<file path="src/rtl/delay_pkg.sv">
// Shared constants and types for the delay-line scheduler.
package delay_pkg;

    localparam int unsigned TS_W  = 8;
    localparam int unsigned DEPTH = 8;

    localparam logic MODE_TRANSPORT = 1'b0;
    localparam logic MODE_INERTIAL  = 1'b1;

    typedef enum logic {IDLE, ACTIVE} state_e;

endpackage

</file>
<file path="src/rtl/delay_event_fifo.sv">
// Timestamp queue: push at tail, pop at head, and tail-drop for inertial pulse cancellation.
module delay_event_fifo
    import delay_pkg::*;
#(
    parameter int unsigned TS_W  = delay_pkg::TS_W,
    parameter int unsigned DEPTH = delay_pkg::DEPTH
) (
    input  logic                       clk,
    input  logic                       rst,
    input  logic                       i_push,
    input  logic                       i_pop,
    input  logic                       i_drop,
    input  logic [TS_W-1:0]            i_ts,
    output logic [TS_W-1:0]            o_head,
    output logic [TS_W-1:0]            o_tail,
    output logic                       o_full,
    output logic                       o_empty,
    output logic [$clog2(DEPTH):0]     o_count,
    output logic [$clog2(DEPTH):0]     o_count_next
);

    localparam int unsigned PW = $clog2(DEPTH);
    localparam int unsigned CW = PW + 1;

    logic [TS_W-1:0] r_mem [DEPTH];
    logic [PW-1:0]   r_rd;
    logic [PW-1:0]   r_wr;
    logic [CW-1:0]   r_count;
    logic [CW-1:0]   w_count_next;
    logic [PW-1:0]   w_tail_idx;

    always_ff @(posedge clk) begin
        if (i_push) begin
            r_mem[r_wr] <= i_ts;
        end
    end

    // Push and drop are mutually exclusive; pop may coincide with either.
    always_ff @(posedge clk or posedge rst) begin
        if (rst) begin
            r_rd    <= '0;
            r_wr    <= '0;
            r_count <= '0;
        end else begin
            if (i_push) begin
                r_wr <= r_wr + PW'(1);
            end else if (i_drop) begin
                r_wr <= r_wr - PW'(1);
            end
            if (i_pop) begin
                r_rd <= r_rd + PW'(1);
            end
            r_count <= w_count_next;
        end
    end

    always_comb begin
        w_count_next = r_count;
        if (i_push) w_count_next = w_count_next + CW'(1);
        if (i_pop)  w_count_next = w_count_next - CW'(1);
        if (i_drop) w_count_next = w_count_next - CW'(1);
    end

    assign w_tail_idx   = r_wr - PW'(1);
    assign o_head       = r_mem[r_rd];
    assign o_tail       = r_mem[w_tail_idx];
    assign o_full       = (r_count == CW'(DEPTH));
    assign o_empty      = (r_count == '0);
    assign o_count      = r_count;
    assign o_count_next = w_count_next;

endmodule

</file>
<file path="src/rtl/delay_line_scheduler.sv">
// Delays each transition of a by a latched number of cycles, in transport or inertial mode.
module delay_line_scheduler
    import delay_pkg::*;
#(
    parameter int unsigned TS_W  = delay_pkg::TS_W,
    parameter int unsigned DEPTH = delay_pkg::DEPTH
) (
    input  logic                   clk,
    input  logic                   rst,
    input  logic                   en,
    input  logic                   mode,
    input  logic [TS_W-1:0]        dly,
    input  logic                   a,
    output logic                   y,
    output logic                   busy,
    output logic                   overflow,
    output logic [$clog2(DEPTH):0] pending
);

    localparam int unsigned CW = $clog2(DEPTH) + 1;

    state_e          r_state;
    state_e          w_state_next;
    logic            r_a_q;
    logic            r_y;
    logic            r_overflow;
    logic [TS_W-1:0] r_cnt;
    logic [TS_W-1:0] r_dly_l;

    logic            w_trans;
    logic            w_push;
    logic            w_pop;
    logic            w_cancel;
    logic            w_drop_evt;
    logic [TS_W-1:0] w_head;
    logic [TS_W-1:0] w_tail;
    logic            w_full;
    logic            w_empty;
    logic [CW-1:0]   w_count;
    logic [CW-1:0]   w_count_next;

    delay_event_fifo #(
        .TS_W  (TS_W),
        .DEPTH (DEPTH)
    ) u_fifo (
        .clk          (clk),
        .rst          (rst),
        .i_push       (w_push),
        .i_pop        (w_pop),
        .i_drop       (w_cancel),
        .i_ts         (r_cnt),
        .o_head       (w_head),
        .o_tail       (w_tail),
        .o_full       (w_full),
        .o_empty      (w_empty),
        .o_count      (w_count),
        .o_count_next (w_count_next)
    );

    assign w_trans = en && (a != r_a_q);
    assign w_pop   = !w_empty && ((r_cnt - w_head) == r_dly_l);

    // A lone entry that is popping this cycle cannot be cancelled; the new edge is pushed instead.
    assign w_cancel = (mode == MODE_INERTIAL) && w_trans && !w_empty
                      && ((r_cnt - w_tail) < r_dly_l)
                      && !(w_pop && (w_count == CW'(1)));

    assign w_push     = w_trans && !w_cancel && (!w_full || w_pop);
    assign w_drop_evt = w_trans && !w_cancel && w_full && !w_pop;

    always_ff @(posedge clk or posedge rst) begin
        if (rst) begin
            r_a_q      <= 1'b0;
            r_cnt      <= '0;
            r_y        <= 1'b0;
            r_overflow <= 1'b0;
            r_dly_l    <= TS_W'(1);
        end else begin
            r_a_q <= a;
            r_cnt <= r_cnt + TS_W'(1);
            if (w_pop) begin
                r_y <= ~r_y;
            end
            if (w_drop_evt) begin
                r_overflow <= 1'b1;
            end
            if (r_state == IDLE) begin
                r_dly_l <= (dly == '0) ? TS_W'(1) : dly;
            end
        end
    end

    always_ff @(posedge clk or posedge rst) begin
        if (rst) begin
            r_state <= IDLE;
        end else begin
            r_state <= w_state_next;
        end
    end

    always_comb begin
        w_state_next = r_state;
        unique case (r_state)
            IDLE:    if (w_push) w_state_next = ACTIVE;
            ACTIVE:  if (w_count_next == '0) w_state_next = IDLE;
            default: w_state_next = IDLE;
        endcase
    end

    always_comb begin
        busy     = (r_state == ACTIVE);
        y        = r_y;
        overflow = r_overflow;
        pending  = w_count;
    end

endmodule

</file>
<file path="config.mk">
export PLATFORM = sky130hd
export DESIGN_NAME = delay_line_scheduler
export DESIGN_NICKNAME = d
export VERILOG_FILES = /design/src/rtl/delay_pkg.sv /design/src/rtl/delay_event_fifo.sv /design/src/rtl/delay_line_scheduler.sv
export SDC_FILE = /design/constraint.sdc
export NUM_CORES = 1
export LEC_CHECK = 0
export BUFFER_PORTS_ARGS = -buffer_cell sky130_fd_sc_hd__buf_2
export CAP_MARGIN = 20
export CORE_UTILIZATION = 40
export CTS_BUF_LIST = sky130_fd_sc_hd__clkbuf_2
export DETAILED_ROUTE_END_ITERATION = 8
export PLACE_DENSITY_LB_ADDON = 0.05
export SLEW_MARGIN = 10
export SYNTH_ARGS = -nofsm -noshare
export SYNTH_HDL_FRONTEND = slang
export SYNTH_HIERARCHICAL = 1
export SYNTH_SLANG_ARGS = --single-unit
</file>
<file path="constraint.sdc">
create_clock -name clk -period 6.17 [get_ports clk]
set_input_delay 0.9255 -clock clk [delete_from_list [all_inputs] [get_ports clk]]
set_output_delay 0.9255 -clock clk [all_outputs]
set_load 0.01 [all_outputs]
</file>
Yosys cells after proc, flatten, opt, wreduce, memory -nomap -nowiden
Memories as Yosys holds them, arrays and structs flattened.
Cells that the tools add are included.

word-level totals
  bits in registers = 30
  RAM bits = 64
  output and inout port bits = 7
  word-level logic and storage cells = 57
  memories = 1

memories
  memory        depth  bits a word  rd ports  clocked after memory_dff  wr ports  RTL line                source
  u_fifo.r_mem  8      8            2         0                         1         delay_event_fifo.sv:25  logic [TS_W-1:0] r_mem [DEPTH];

cells by class
  add/sub/neg operators = 9
  order comparisons = 1
  equal/unequal tests = 4
  multiplexer cells = 10
  bitwise operators = 2
  reductions and logical operators = 21

operators with widths
  cell                   number
  $sub A8 B8 Y8          2
  $mux W4                3
  $logic_and A1 B1 Y1    11
  $add A8 B1 Y8 const B  1
  $eq A8 B8 Y1           1
  $logic_not A4 Y1       2
  $logic_not A8 Y1       1
  $lt A8 B8 Y1           1
  $mux W8                1
  $sub A4 B1 Y4 const B  2
  $add A3 B1 Y3 const B  2
  $mux W3                2
  $logic_not A1 Y1       5
  $add A4 B1 Y4 const B  1
  $eq A4 B1 Y1 const B   1
  $eq A4 B4 Y1 const B   1
  $mux W1                3
  $sub A3 B1 Y3 const B  1
  $not A1 Y1             2
  $pmux W1 S2            1
  $reduce_bool A2 Y1     1
  $logic_or A1 B1 Y1     1
  $ne A1 B1 Y1           1

Longest topological paths before layout
Gate-level depths: netlist of the first run.
An unclocked memory read counts as a cell.

  depth after elaboration = 18
  depth in mapped cells = 30
  mapped depth without buffers = 26

Modules after synthesis
The synthesis of the first run kept the hierarchy.

modules (own cells, without submodules)
  module                instances  cells an instance  area an instance (µm²)  seq. area each (µm²)
  delay_event_fifo      1          198                3,672.3                 2,172.1
  delay_line_scheduler  1          184                1,719.1                 501.7

Least setup slack after synthesis of the first run
OpenSTA, ideal clock, no wires.

  path type = register -> register
  start = register u_fifo.r_wr[0]
  end = register r_state (netlist: busy)
  arrival = 5.792 ns
  setup slack = 0.252 ns
  cell stages (with the launch flop) = 30
  path buffers = 4
  clock period less this slack = 5.918 ns
  cell sequence = dfrtp_1 > buf_2 > inv_1 > ha_1 > clkbuf_1 > buf_2 > mux4_2 > mux2_2 > inv_1 > ha_1 > a21o_1 > a21o_1 > a21o_1 > nand2_1 > a21oi_1 > xnor2_1 > ha_1 > and3_1 > a21oi_1 > nor2_1 > o211a_1 > buf_6 > xnor2_1 > ha_1 > mux2_2 > ha_1 > mux2i_1 > nor2_1 > nand2_1 > o32a_1

on the way
  word-level cells in the longest chain between the ends = 17
  elaborated cells between the ends (all ways) = 18
  classes of those cells = add/sub (4); order compare (1); mux (6); reduce/logical (6); memory (1)

RTL lines
  element                 RTL line                     source
  start, declared         delay_event_fifo.sv:27       logic [PW-1:0] r_wr;
  start signal, assigned  delay_event_fifo.sv:46       r_wr <= r_wr + PW'(1);
  start signal, assigned  delay_event_fifo.sv:48       r_wr <= r_wr - PW'(1);
  $sub A3 B1 Y3 *         delay_event_fifo.sv:64       assign w_tail_idx = r_wr - PW'(1);
  $mem_v2 Z8 W8 *         -
  net w_tail[1]           delay_line_scheduler.sv:36   logic [TS_W-1:0] w_tail;
  $sub A8 B8 Y8 *         delay_line_scheduler.sv:65   && ((r_cnt - w_tail) < r_dly_l)
  $lt A8 B8 Y1 *          delay_line_scheduler.sv:65
  $logic_and A1 B1 Y1 *   delay_line_scheduler.sv:65
  $logic_and A1 B1 Y1 *   delay_line_scheduler.sv:66   && !(w_pop && (w_count == CW'(1)));
  $logic_not A1 Y1 *      delay_line_scheduler.sv:68   assign w_push = w_trans && !w_cancel && (!w_full || w_pop);
  (+2 left out)           -
  net w_push              delay_line_scheduler.sv:31   logic w_push;
  (+2 left out)           -
  $mux W4 *               delay_event_fifo.sv:60       if (i_pop) w_count_next = w_count_next - CW'(1);
  $sub A4 B1 Y4           delay_event_fifo.sv:61       if (i_drop) w_count_next = w_count_next - CW'(1);
  $mux W4 *               delay_event_fifo.sv:61
  net w_count_next[1]     delay_line_scheduler.sv:40   logic [CW-1:0] w_count_next;
  $logic_not A4 Y1 *      delay_line_scheduler.sv:105  ACTIVE: if (w_count_next == '0) w_state_next = IDLE;
  $mux W1 *               delay_line_scheduler.sv:105
  $pmux W1 S2 *           delay_line_scheduler.sv:103  unique case (r_state)
  net w_state_next        delay_line_scheduler.sv:23   state_e w_state_next;
  end signal, assigned    delay_line_scheduler.sv:97   r_state <= w_state_next;
  end, declared           delay_line_scheduler.sv:22   state_e r_state;

Mark *: on every way through the listed nets, which the timed path passes. The rest lies on a longest branch.
A chain may end at the register's enable or synchronous reset.

Worst setup path in the final report of the first run
Ends and elaborated chain as after synthesis.

==> flow_summary.json, run 1 <==
{
  "clkLatencyLatePin_ns": 0.59,
  "p_leak_nw": 2.36,
  "p_comb_share_pct": 59.5,
  "synthFlopType": "edfxtp_1",
  "synth.avg_cell_area_um2": 14.1,
  "hold_violations": 0,
  "slew_violations": 0,
  "p_int_w": 0.00171,
  "root_buffer": "clkbuf_2",
  "final_cells": 595,
  "fp.coreArea_mm2": 0.0132,
  "die_w_um": 118,
  "totalWireLength_mm": 11.7,
  "syn_inst": 382,
  "dp_slack_ns": 0.144,
  "tns_ns": 0,
  "p_clk_share_pct": 10.7,
  "required_ns": 6.68,
  "grt_antenna_before_repair": 0,
  "finalCriticalPeriod_ns": 5.73,
  "max_stage_delay_ns": 0.45,
  "arrival_ns": 6.24,
  "syn_area_mm2": 0.00539,
  "drc": 0,
  "maxSlewHeadroom_pct": 42.9,
  "grt_max_degree": 23,
  "crit_fanout": 10,
  "io_buffers": 19,
  "cts_htree_levels": 3,
  "drive_above_1_share_pct": 24.8,
  "postCtsHoldBufs": 0,
  "syn2layout_area_growth_pct": 9.03,
  "first_pass_iters": 4,
  "peakVddDrop_mv": 0.177,
  "synth_edf_count": 64,
  "sw_frac_of_total_pct": 41.9,
  "cts_resized": 0,
  "vias": 3187,
  "synth_nets": 426,
  "worst-path-buf-inv": 2,
  "hold_class": "input pin to asynchronous set/reset pin",
  "rsz0062_at_grt": "false",
  "synth_cell_types": 51,
  "tritoncts": "yes",
  "dp_hpwl_mm": 8.32,
  "finalCritPeriodShare_pct": 92.9,
  "start_util_pct": 40.9,
  "ff_latch_area_mm2": 0.00268,
  "maxCapViolations": 0,
  "postCtsSetupBuffers": 0,
  "setup_violations": 0,
  "row_count": 42,
  "cts_made_buffers": 9,
  "cp_slowest_cell": "dfrtp_1",
  "cpMostUsedCell": "ha_1",
  "diodes": 0,
  "yosys_warnings": 6,
  "drt_iter0_drc": 125,
  "clockBufferDepth": 2,
  "fmax_mhz": 174,
  "tightest_slew_ns": 0.856,
  "place.gp.congestion": 0.765,
  "ys_ff_latch": 94,
  "yosysSeqAreaShare_pct": 49.6,
  "cts_sinks": 94,
  "nNetsFinal": 458,
  "gr-total-overflow": 0,
  "status": "finished, final reports clean",
  "p_switching_w": 0.00123,
  "die_area_mm2": 0.0139,
  "multi_input_area_mm2": 0.00252,
  "viasPerCell": 5.36,
  "wl_per_cell_um": 19.7,
  "grt_pass1_vias": 3260,
  "critPathCaptureType": "register",
  "timing.final.ws_setup_ns": 0.437,
  "fillers": 1192,
  "async_flop_share_pct": 31.9,
  "grt.total_usage_pct": 18.4,
  "pwr-share-seq_pct": 29.8,
  "clk_pin_slew_ns": 0.26,
  "cp_top_family": "compound AO/OA/AOI/OAI gates",
  "antenna_left": 0,
  "worstSetupStartpointType": "register",
  "pwr_density_cell_mw_per_mm2": 501,
  "fin_skew_ns": 0.0219,
  "place_inst": 579,
  "grt_pass1_wl_mm": 18.7,
  "pin_count": 20,
  "die_h_um": 118,
  "critPathKind": "register to register"
}
[routing by layer]
metal	vias to the layer above	global-route usage, %	share of wire, %	routed length [um]
li1	1500	-	-	-
met1	1620	24.6	46	5430
met2	54	29.9	49	5770
met3	13	2.62	3.1	364
met4	0	7.61	1.5	180
met5	-	0	0	0
[metrics by stage]
| stage | utilization (%) | power [W] | instance area, um2 | hold WS, ns |
|---|---|---|---|---|
| final | 44.6 | 0.00294 | 5880 | 0.258 |
| after global routing | 44.6 | 0.00320 | 5880 | 0.261 |
| after CTS | 44.3 | 0.00294 | 5850 | 0.239 |
| after detailed placement | 43.5 | 0.00261 | 5730 | 0.461 |
| after global placement | 43.5 | 0.00260 | 5730 | 0.455 |
| after floorplan | - | 0.00221 | 5390 | 0.460 |
[registers in the layout, indices dropped and copies added, names as in the netlist]
name,cells
busy,1
overflow,1
r_a_q,1
r_cnt,8
r_dly_l,8
u_fifo/o_count,4
u_fifo/r_mem,64
u_fifo/r_rd,3
u_fifo/r_wr,3
y,1
[final cells by class]
| type | count | area share (%) |
|---|---|---|
| Tap cell | 176 | 3.75 |
| Inverter | 33 | 2.11 |
| Sequential cell | 94 | 45.5 |
| Clock buffer | 10 | 0.851 |
| Clock inverter | 6 | 1.04 |
| Timing Repair Buffer | 35 | 3.79 |
| Multi-Input combinational cell | 241 | 43.0 |
[layout by cell type, fill, tap and decap left out, drive strengths merged, types with 6 or more instances in the layout]
| master | instances |
|---|---|
| mux4 | 32 |
| edfxtp | 64 |
| buf | 35 |
| xor2 | 15 |
| ha | 29 |
| a21oi | 17 |
| a21o | 6 |
| o21ai | 6 |
| mux2 | 25 |
| inv | 34 |
| nor3 | 6 |
| xnor2 | 26 |
| nor2 | 13 |
| dfrtp | 29 |
| nand2 | 22 |
| clkbuf | 10 |
[power groups by stage]
| stage | sequential [W] | clock, W | combinational, W |
|---|---|---|---|
| after global routing | 0.000892 | 0.000346 | 0.00196 |
| after detailed placement | 0.000890 | 0 | 0.00172 |
| final | 0.000878 | 0.000314 | 0.00175 |
| after global placement | 0.000888 | 0 | 0.00171 |
| after CTS | 0.000876 | 0.000325 | 0.00174 |
| after floorplan | 0.000850 | 0 | 0.00136 |
[cell families after synthesis]
kind of cell,Yosys count,share of synthesized area [%]
buffers and inverters,47,4.01
AND/OR/NAND/NOR,66,6.27
AO/OA/AOI/OAI,43,5.50
flip-flops,94,49.6
multiplexers,59,20.1
XOR/XNOR,42,7.08
adder cells (fa/ha/maj),31,7.47
[cell usage after synthesis (all sizes together), types with 2 or more instances]
master | instances | area, um2
o21ai | 6 | 30.0
nor4 | 3 | 33.8
nand3 | 5 | 25.0
a211oi | 2 | 15.0
o2111ai | 2 | 23.8
a21o | 6 | 45.0
nor3b | 2 | 15.0
nand4 | 2 | 12.5
mux2i | 2 | 20.0
nand2 | 22 | 82.6
edfxtp | 64 | 1920
inv | 33 | 124
nor3 | 6 | 30.0
and3b | 2 | 17.5
dfrtp | 29 | 726
xnor2 | 26 | 228
ha | 29 | 363
a21oi | 17 | 92.6
o211ai | 2 | 15.0
mux2 | 25 | 282
buf | 8 | 70.1
nand2b | 3 | 18.8
fa | 2 | 40.0
clkbuf | 6 | 22.5
mux4 | 32 | 781
nor2 | 13 | 48.8
and3 | 3 | 18.8
xor2 | 15 | 131
[path summary, 6_finish.rpt]
path,start,endpoint,slack [ns],cells after the start
max reg2reg,u_fifo/r_wr[0],busy,0.44,25
min in group clk,a,r_a_q,0.45,1
max in group asynchronous,rst,r_dly_l[5],5.18,2
min reg2reg,y,y,0.49,1
min,rst,u_fifo/r_rd[2],0.26,2
max,u_fifo/r_wr[0],busy,0.44,25
No activity file was read; power rests on OpenSTA's default activity.
==> run 2: changes to the inputs <==
--- a/config.mk
+++ b/config.mk
@@ -10,6 +10,7 @@
 export CORE_UTILIZATION = 40
 export CTS_BUF_LIST = sky130_fd_sc_hd__clkbuf_2
 export DETAILED_ROUTE_END_ITERATION = 8
+export GPL_TIMING_DRIVEN = 0
 export PLACE_DENSITY_LB_ADDON = 0.05
 export SLEW_MARGIN = 10
 export SYNTH_ARGS = -nofsm -noshare
==> run 2 against run 1 <==
Effect of this change: via count unchanged; cell count up 1.3%; wire length decreased by 2.2%; sequential share of layout area is 1.0 points lower; critical path type unchanged; clock power barely moved; fmax shrank 1.6%; largest cell class unchanged; setup slack got worse by 0.096 ns; critical path depth up 3; clock skew is 0.014 ns higher; total power up 5.4%; combinational power is 10% higher.
==> flow_summary.json, run 2 (synthesized netlist as in run 1, its figures left out) <==
{
  "finalCritPeriodShare_pct": 94.5,
  "viasPerCell": 5.29,
  "reg2reg_from": "u_fifo/r_wr[0]",
  "cts_made_buffers": 9,
  "drive_above_1_share_pct": 26.9,
  "finalCriticalPeriod_ns": 5.83,
  "hold_violations": 0,
  "arrival_ns": 6.34,
  "path_depth": 28,
  "required_ns": 6.68,
  "die_w_um": 118,
  "dp_hpwl_mm": 8.21,
  "totalWireLength_mm": 11.5,
  "slew_violations": 0,
  "reg_top3": "u_fifo/r_mem (64), r_cnt (8), r_dly_l (8)",
  "r2r_end": "busy",
  "antenna_left": 0,
  "crit_fanout": 8,
  "critPathCaptureType": "register",
  "fin_skew_ns": 0.0363,
  "place.gp.congestion": 0.781,
  "die_area_mm2": 0.0139,
  "fp.coreArea_mm2": 0.0132,
  "grt_antenna_before_repair": 0,
  "whs_ns": 0.244,
  "diodes": 0,
  "dp_slack_ns": -1.01,
  "first_pass_iters": 4,
  "tightest_slew_ns": 0.937,
  "gr-total-overflow": 0,
  "timing.final.ws_setup_ns": 0.342,
  "clk_pin_slew_ns": 0.28,
  "die_h_um": 118,
  "nNetsFinal": 466,
  "maxSlewHeadroom_pct": 37.3,
  "cpMostUsedCell": "ha_1",
  "fmax_mhz": 172,
  "cp_top_family": "compound AO/OA/AOI/OAI gates",
  "cts_htree_levels": 3,
  "largest_register": "u_fifo/r_mem",
  "io_buffers": 19,
  "max_stage_delay_ns": 0.51,
  "grt_max_degree": 21,
  "rr_worst_depth": 28,
  "worst-path-buf-inv": 4,
  "grt_pass1_wl_mm": 18.2,
  "row_count": 42,
  "p_leak_nw": 2.39,
  "drt_iter0_drc": 142,
  "critPathKind": "register to register",
  "grt_pass1_vias": 3222,
  "layout_commonest_cell": "edfxtp_1",
  "clockBufferDepth": 2,
  "hold_class": "input pin to asynchronous set/reset pin",
  "worstSetupStartpointType": "register",
  "drc": 0,
  "root_buffer": "clkbuf_2",
  "startpoint": "u_fifo/r_wr[0]",
  "grt.total_usage_pct": 17.9,
  "tritoncts": "yes",
  "peakVddDrop_mv": 0.228,
  "vias": 3187,
  "wl_per_cell_um": 19.0,
  "maxCapViolations": 0,
  "setup_violations": 0,
  "clkLatencyLatePin_ns": 0.61,
  "pin_count": 20,
  "status": "finished, final reports clean",
  "largest_reg_flops": 64,
  "start_util_pct": 40.9,
  "cp_slowest_cell": "dfrtp_2",
  "syn2layout_area_growth_pct": 11.6,
  "postCtsHoldBufs": 0,
  "pwr_density_cell_mw_per_mm2": 516,
  "final_cell_mix": "edfxtp_1 (64), inv_1 (32), ha_1 (28)",
  "fillers": 1186,
  "cts_sinks": 94,
  "crit_path_end": "busy",
  "reg2reg_slack_ns": 0.34
}
==> run 2: changes by cell type in the layout (fill, tap and decap cells not counted), sizes merged <==
cell / before / now
clkinv: 3 / 4
clkbuf: 10 / 14
buf: 35 / 38
==> run 2: power by group <==
part	total [W]	switching, W	internal, W
combinational	0.00193	0.000972	0.000958
clock	0.000316	0.000221	0.0000951
sequential	0.000857	0.0000899	0.000767
total	0.00310	0.00128	0.00182
==> run 2: worst min-delay path by stage <==
stage	slack, ns	endpoint	startpoint
3_3_place_gp	0.45	overflow	overflow
4_1_cts	0.22	u_fifo/r_rd[1]	rst
3_5_place_dp	0.46	overflow	overflow
2_1_floorplan	0.46	r_dly_l[0]	r_dly_l[0]
6_report	0.24	u_fifo/r_rd[1]	rst
5_1_grt	0.25	u_fifo/r_rd[1]	rst
==> run 2: cell type report <==
class | count | area (um2) | area share (%)
buffer | 13 | 124 | 2.06
clock buffer | 9 | 45.0 | 0.749
clock inverter | 7 | 73.8 | 1.23
inverter | 33 | 124 | 2.06
multi-input combinational | 241 | 2580 | 42.8
sequential | 94 | 2680 | 44.5
tap | 176 | 220 | 3.66
timing repair buffer | 30 | 178 | 2.95
==> run 2: metrics by stage <==
step | total power (W) | utilization [%] | std cells | area, um2 | TNS, ns
after floorplan | 0.00221 | - | 382 | 5390 | 0
after global placement | 0.00260 | 43.3 | 577 | 5710 | -34.41
after detailed placement | 0.00262 | 43.3 | 577 | 5720 | -31.57
after CTS | 0.00301 | 44.6 | 593 | 5890 | 0
after global routing | 0.00339 | 45.6 | 603 | 6020 | -0.00193
final | 0.00310 | 45.6 | 603 | 6020 | 0
==> run 2: repair_timing <==
item,in CTS,in global routing
resized for setup,10,15
pin swaps,0,7
endpoints found under the setup margin,69,2
setup buffers,1,10
==> run 2: metal layers <==
layer | vias to the layer above | global-route usage [%] | wire [um]
li1 | 1520 | - | -
met1 | 1607 | 24.6 | 5540
met5 | - | 0 | 0
met4 | 0 | 6.97 | 273
met3 | 17 | 3.05 | 260
met2 | 43 | 28.4 | 5410
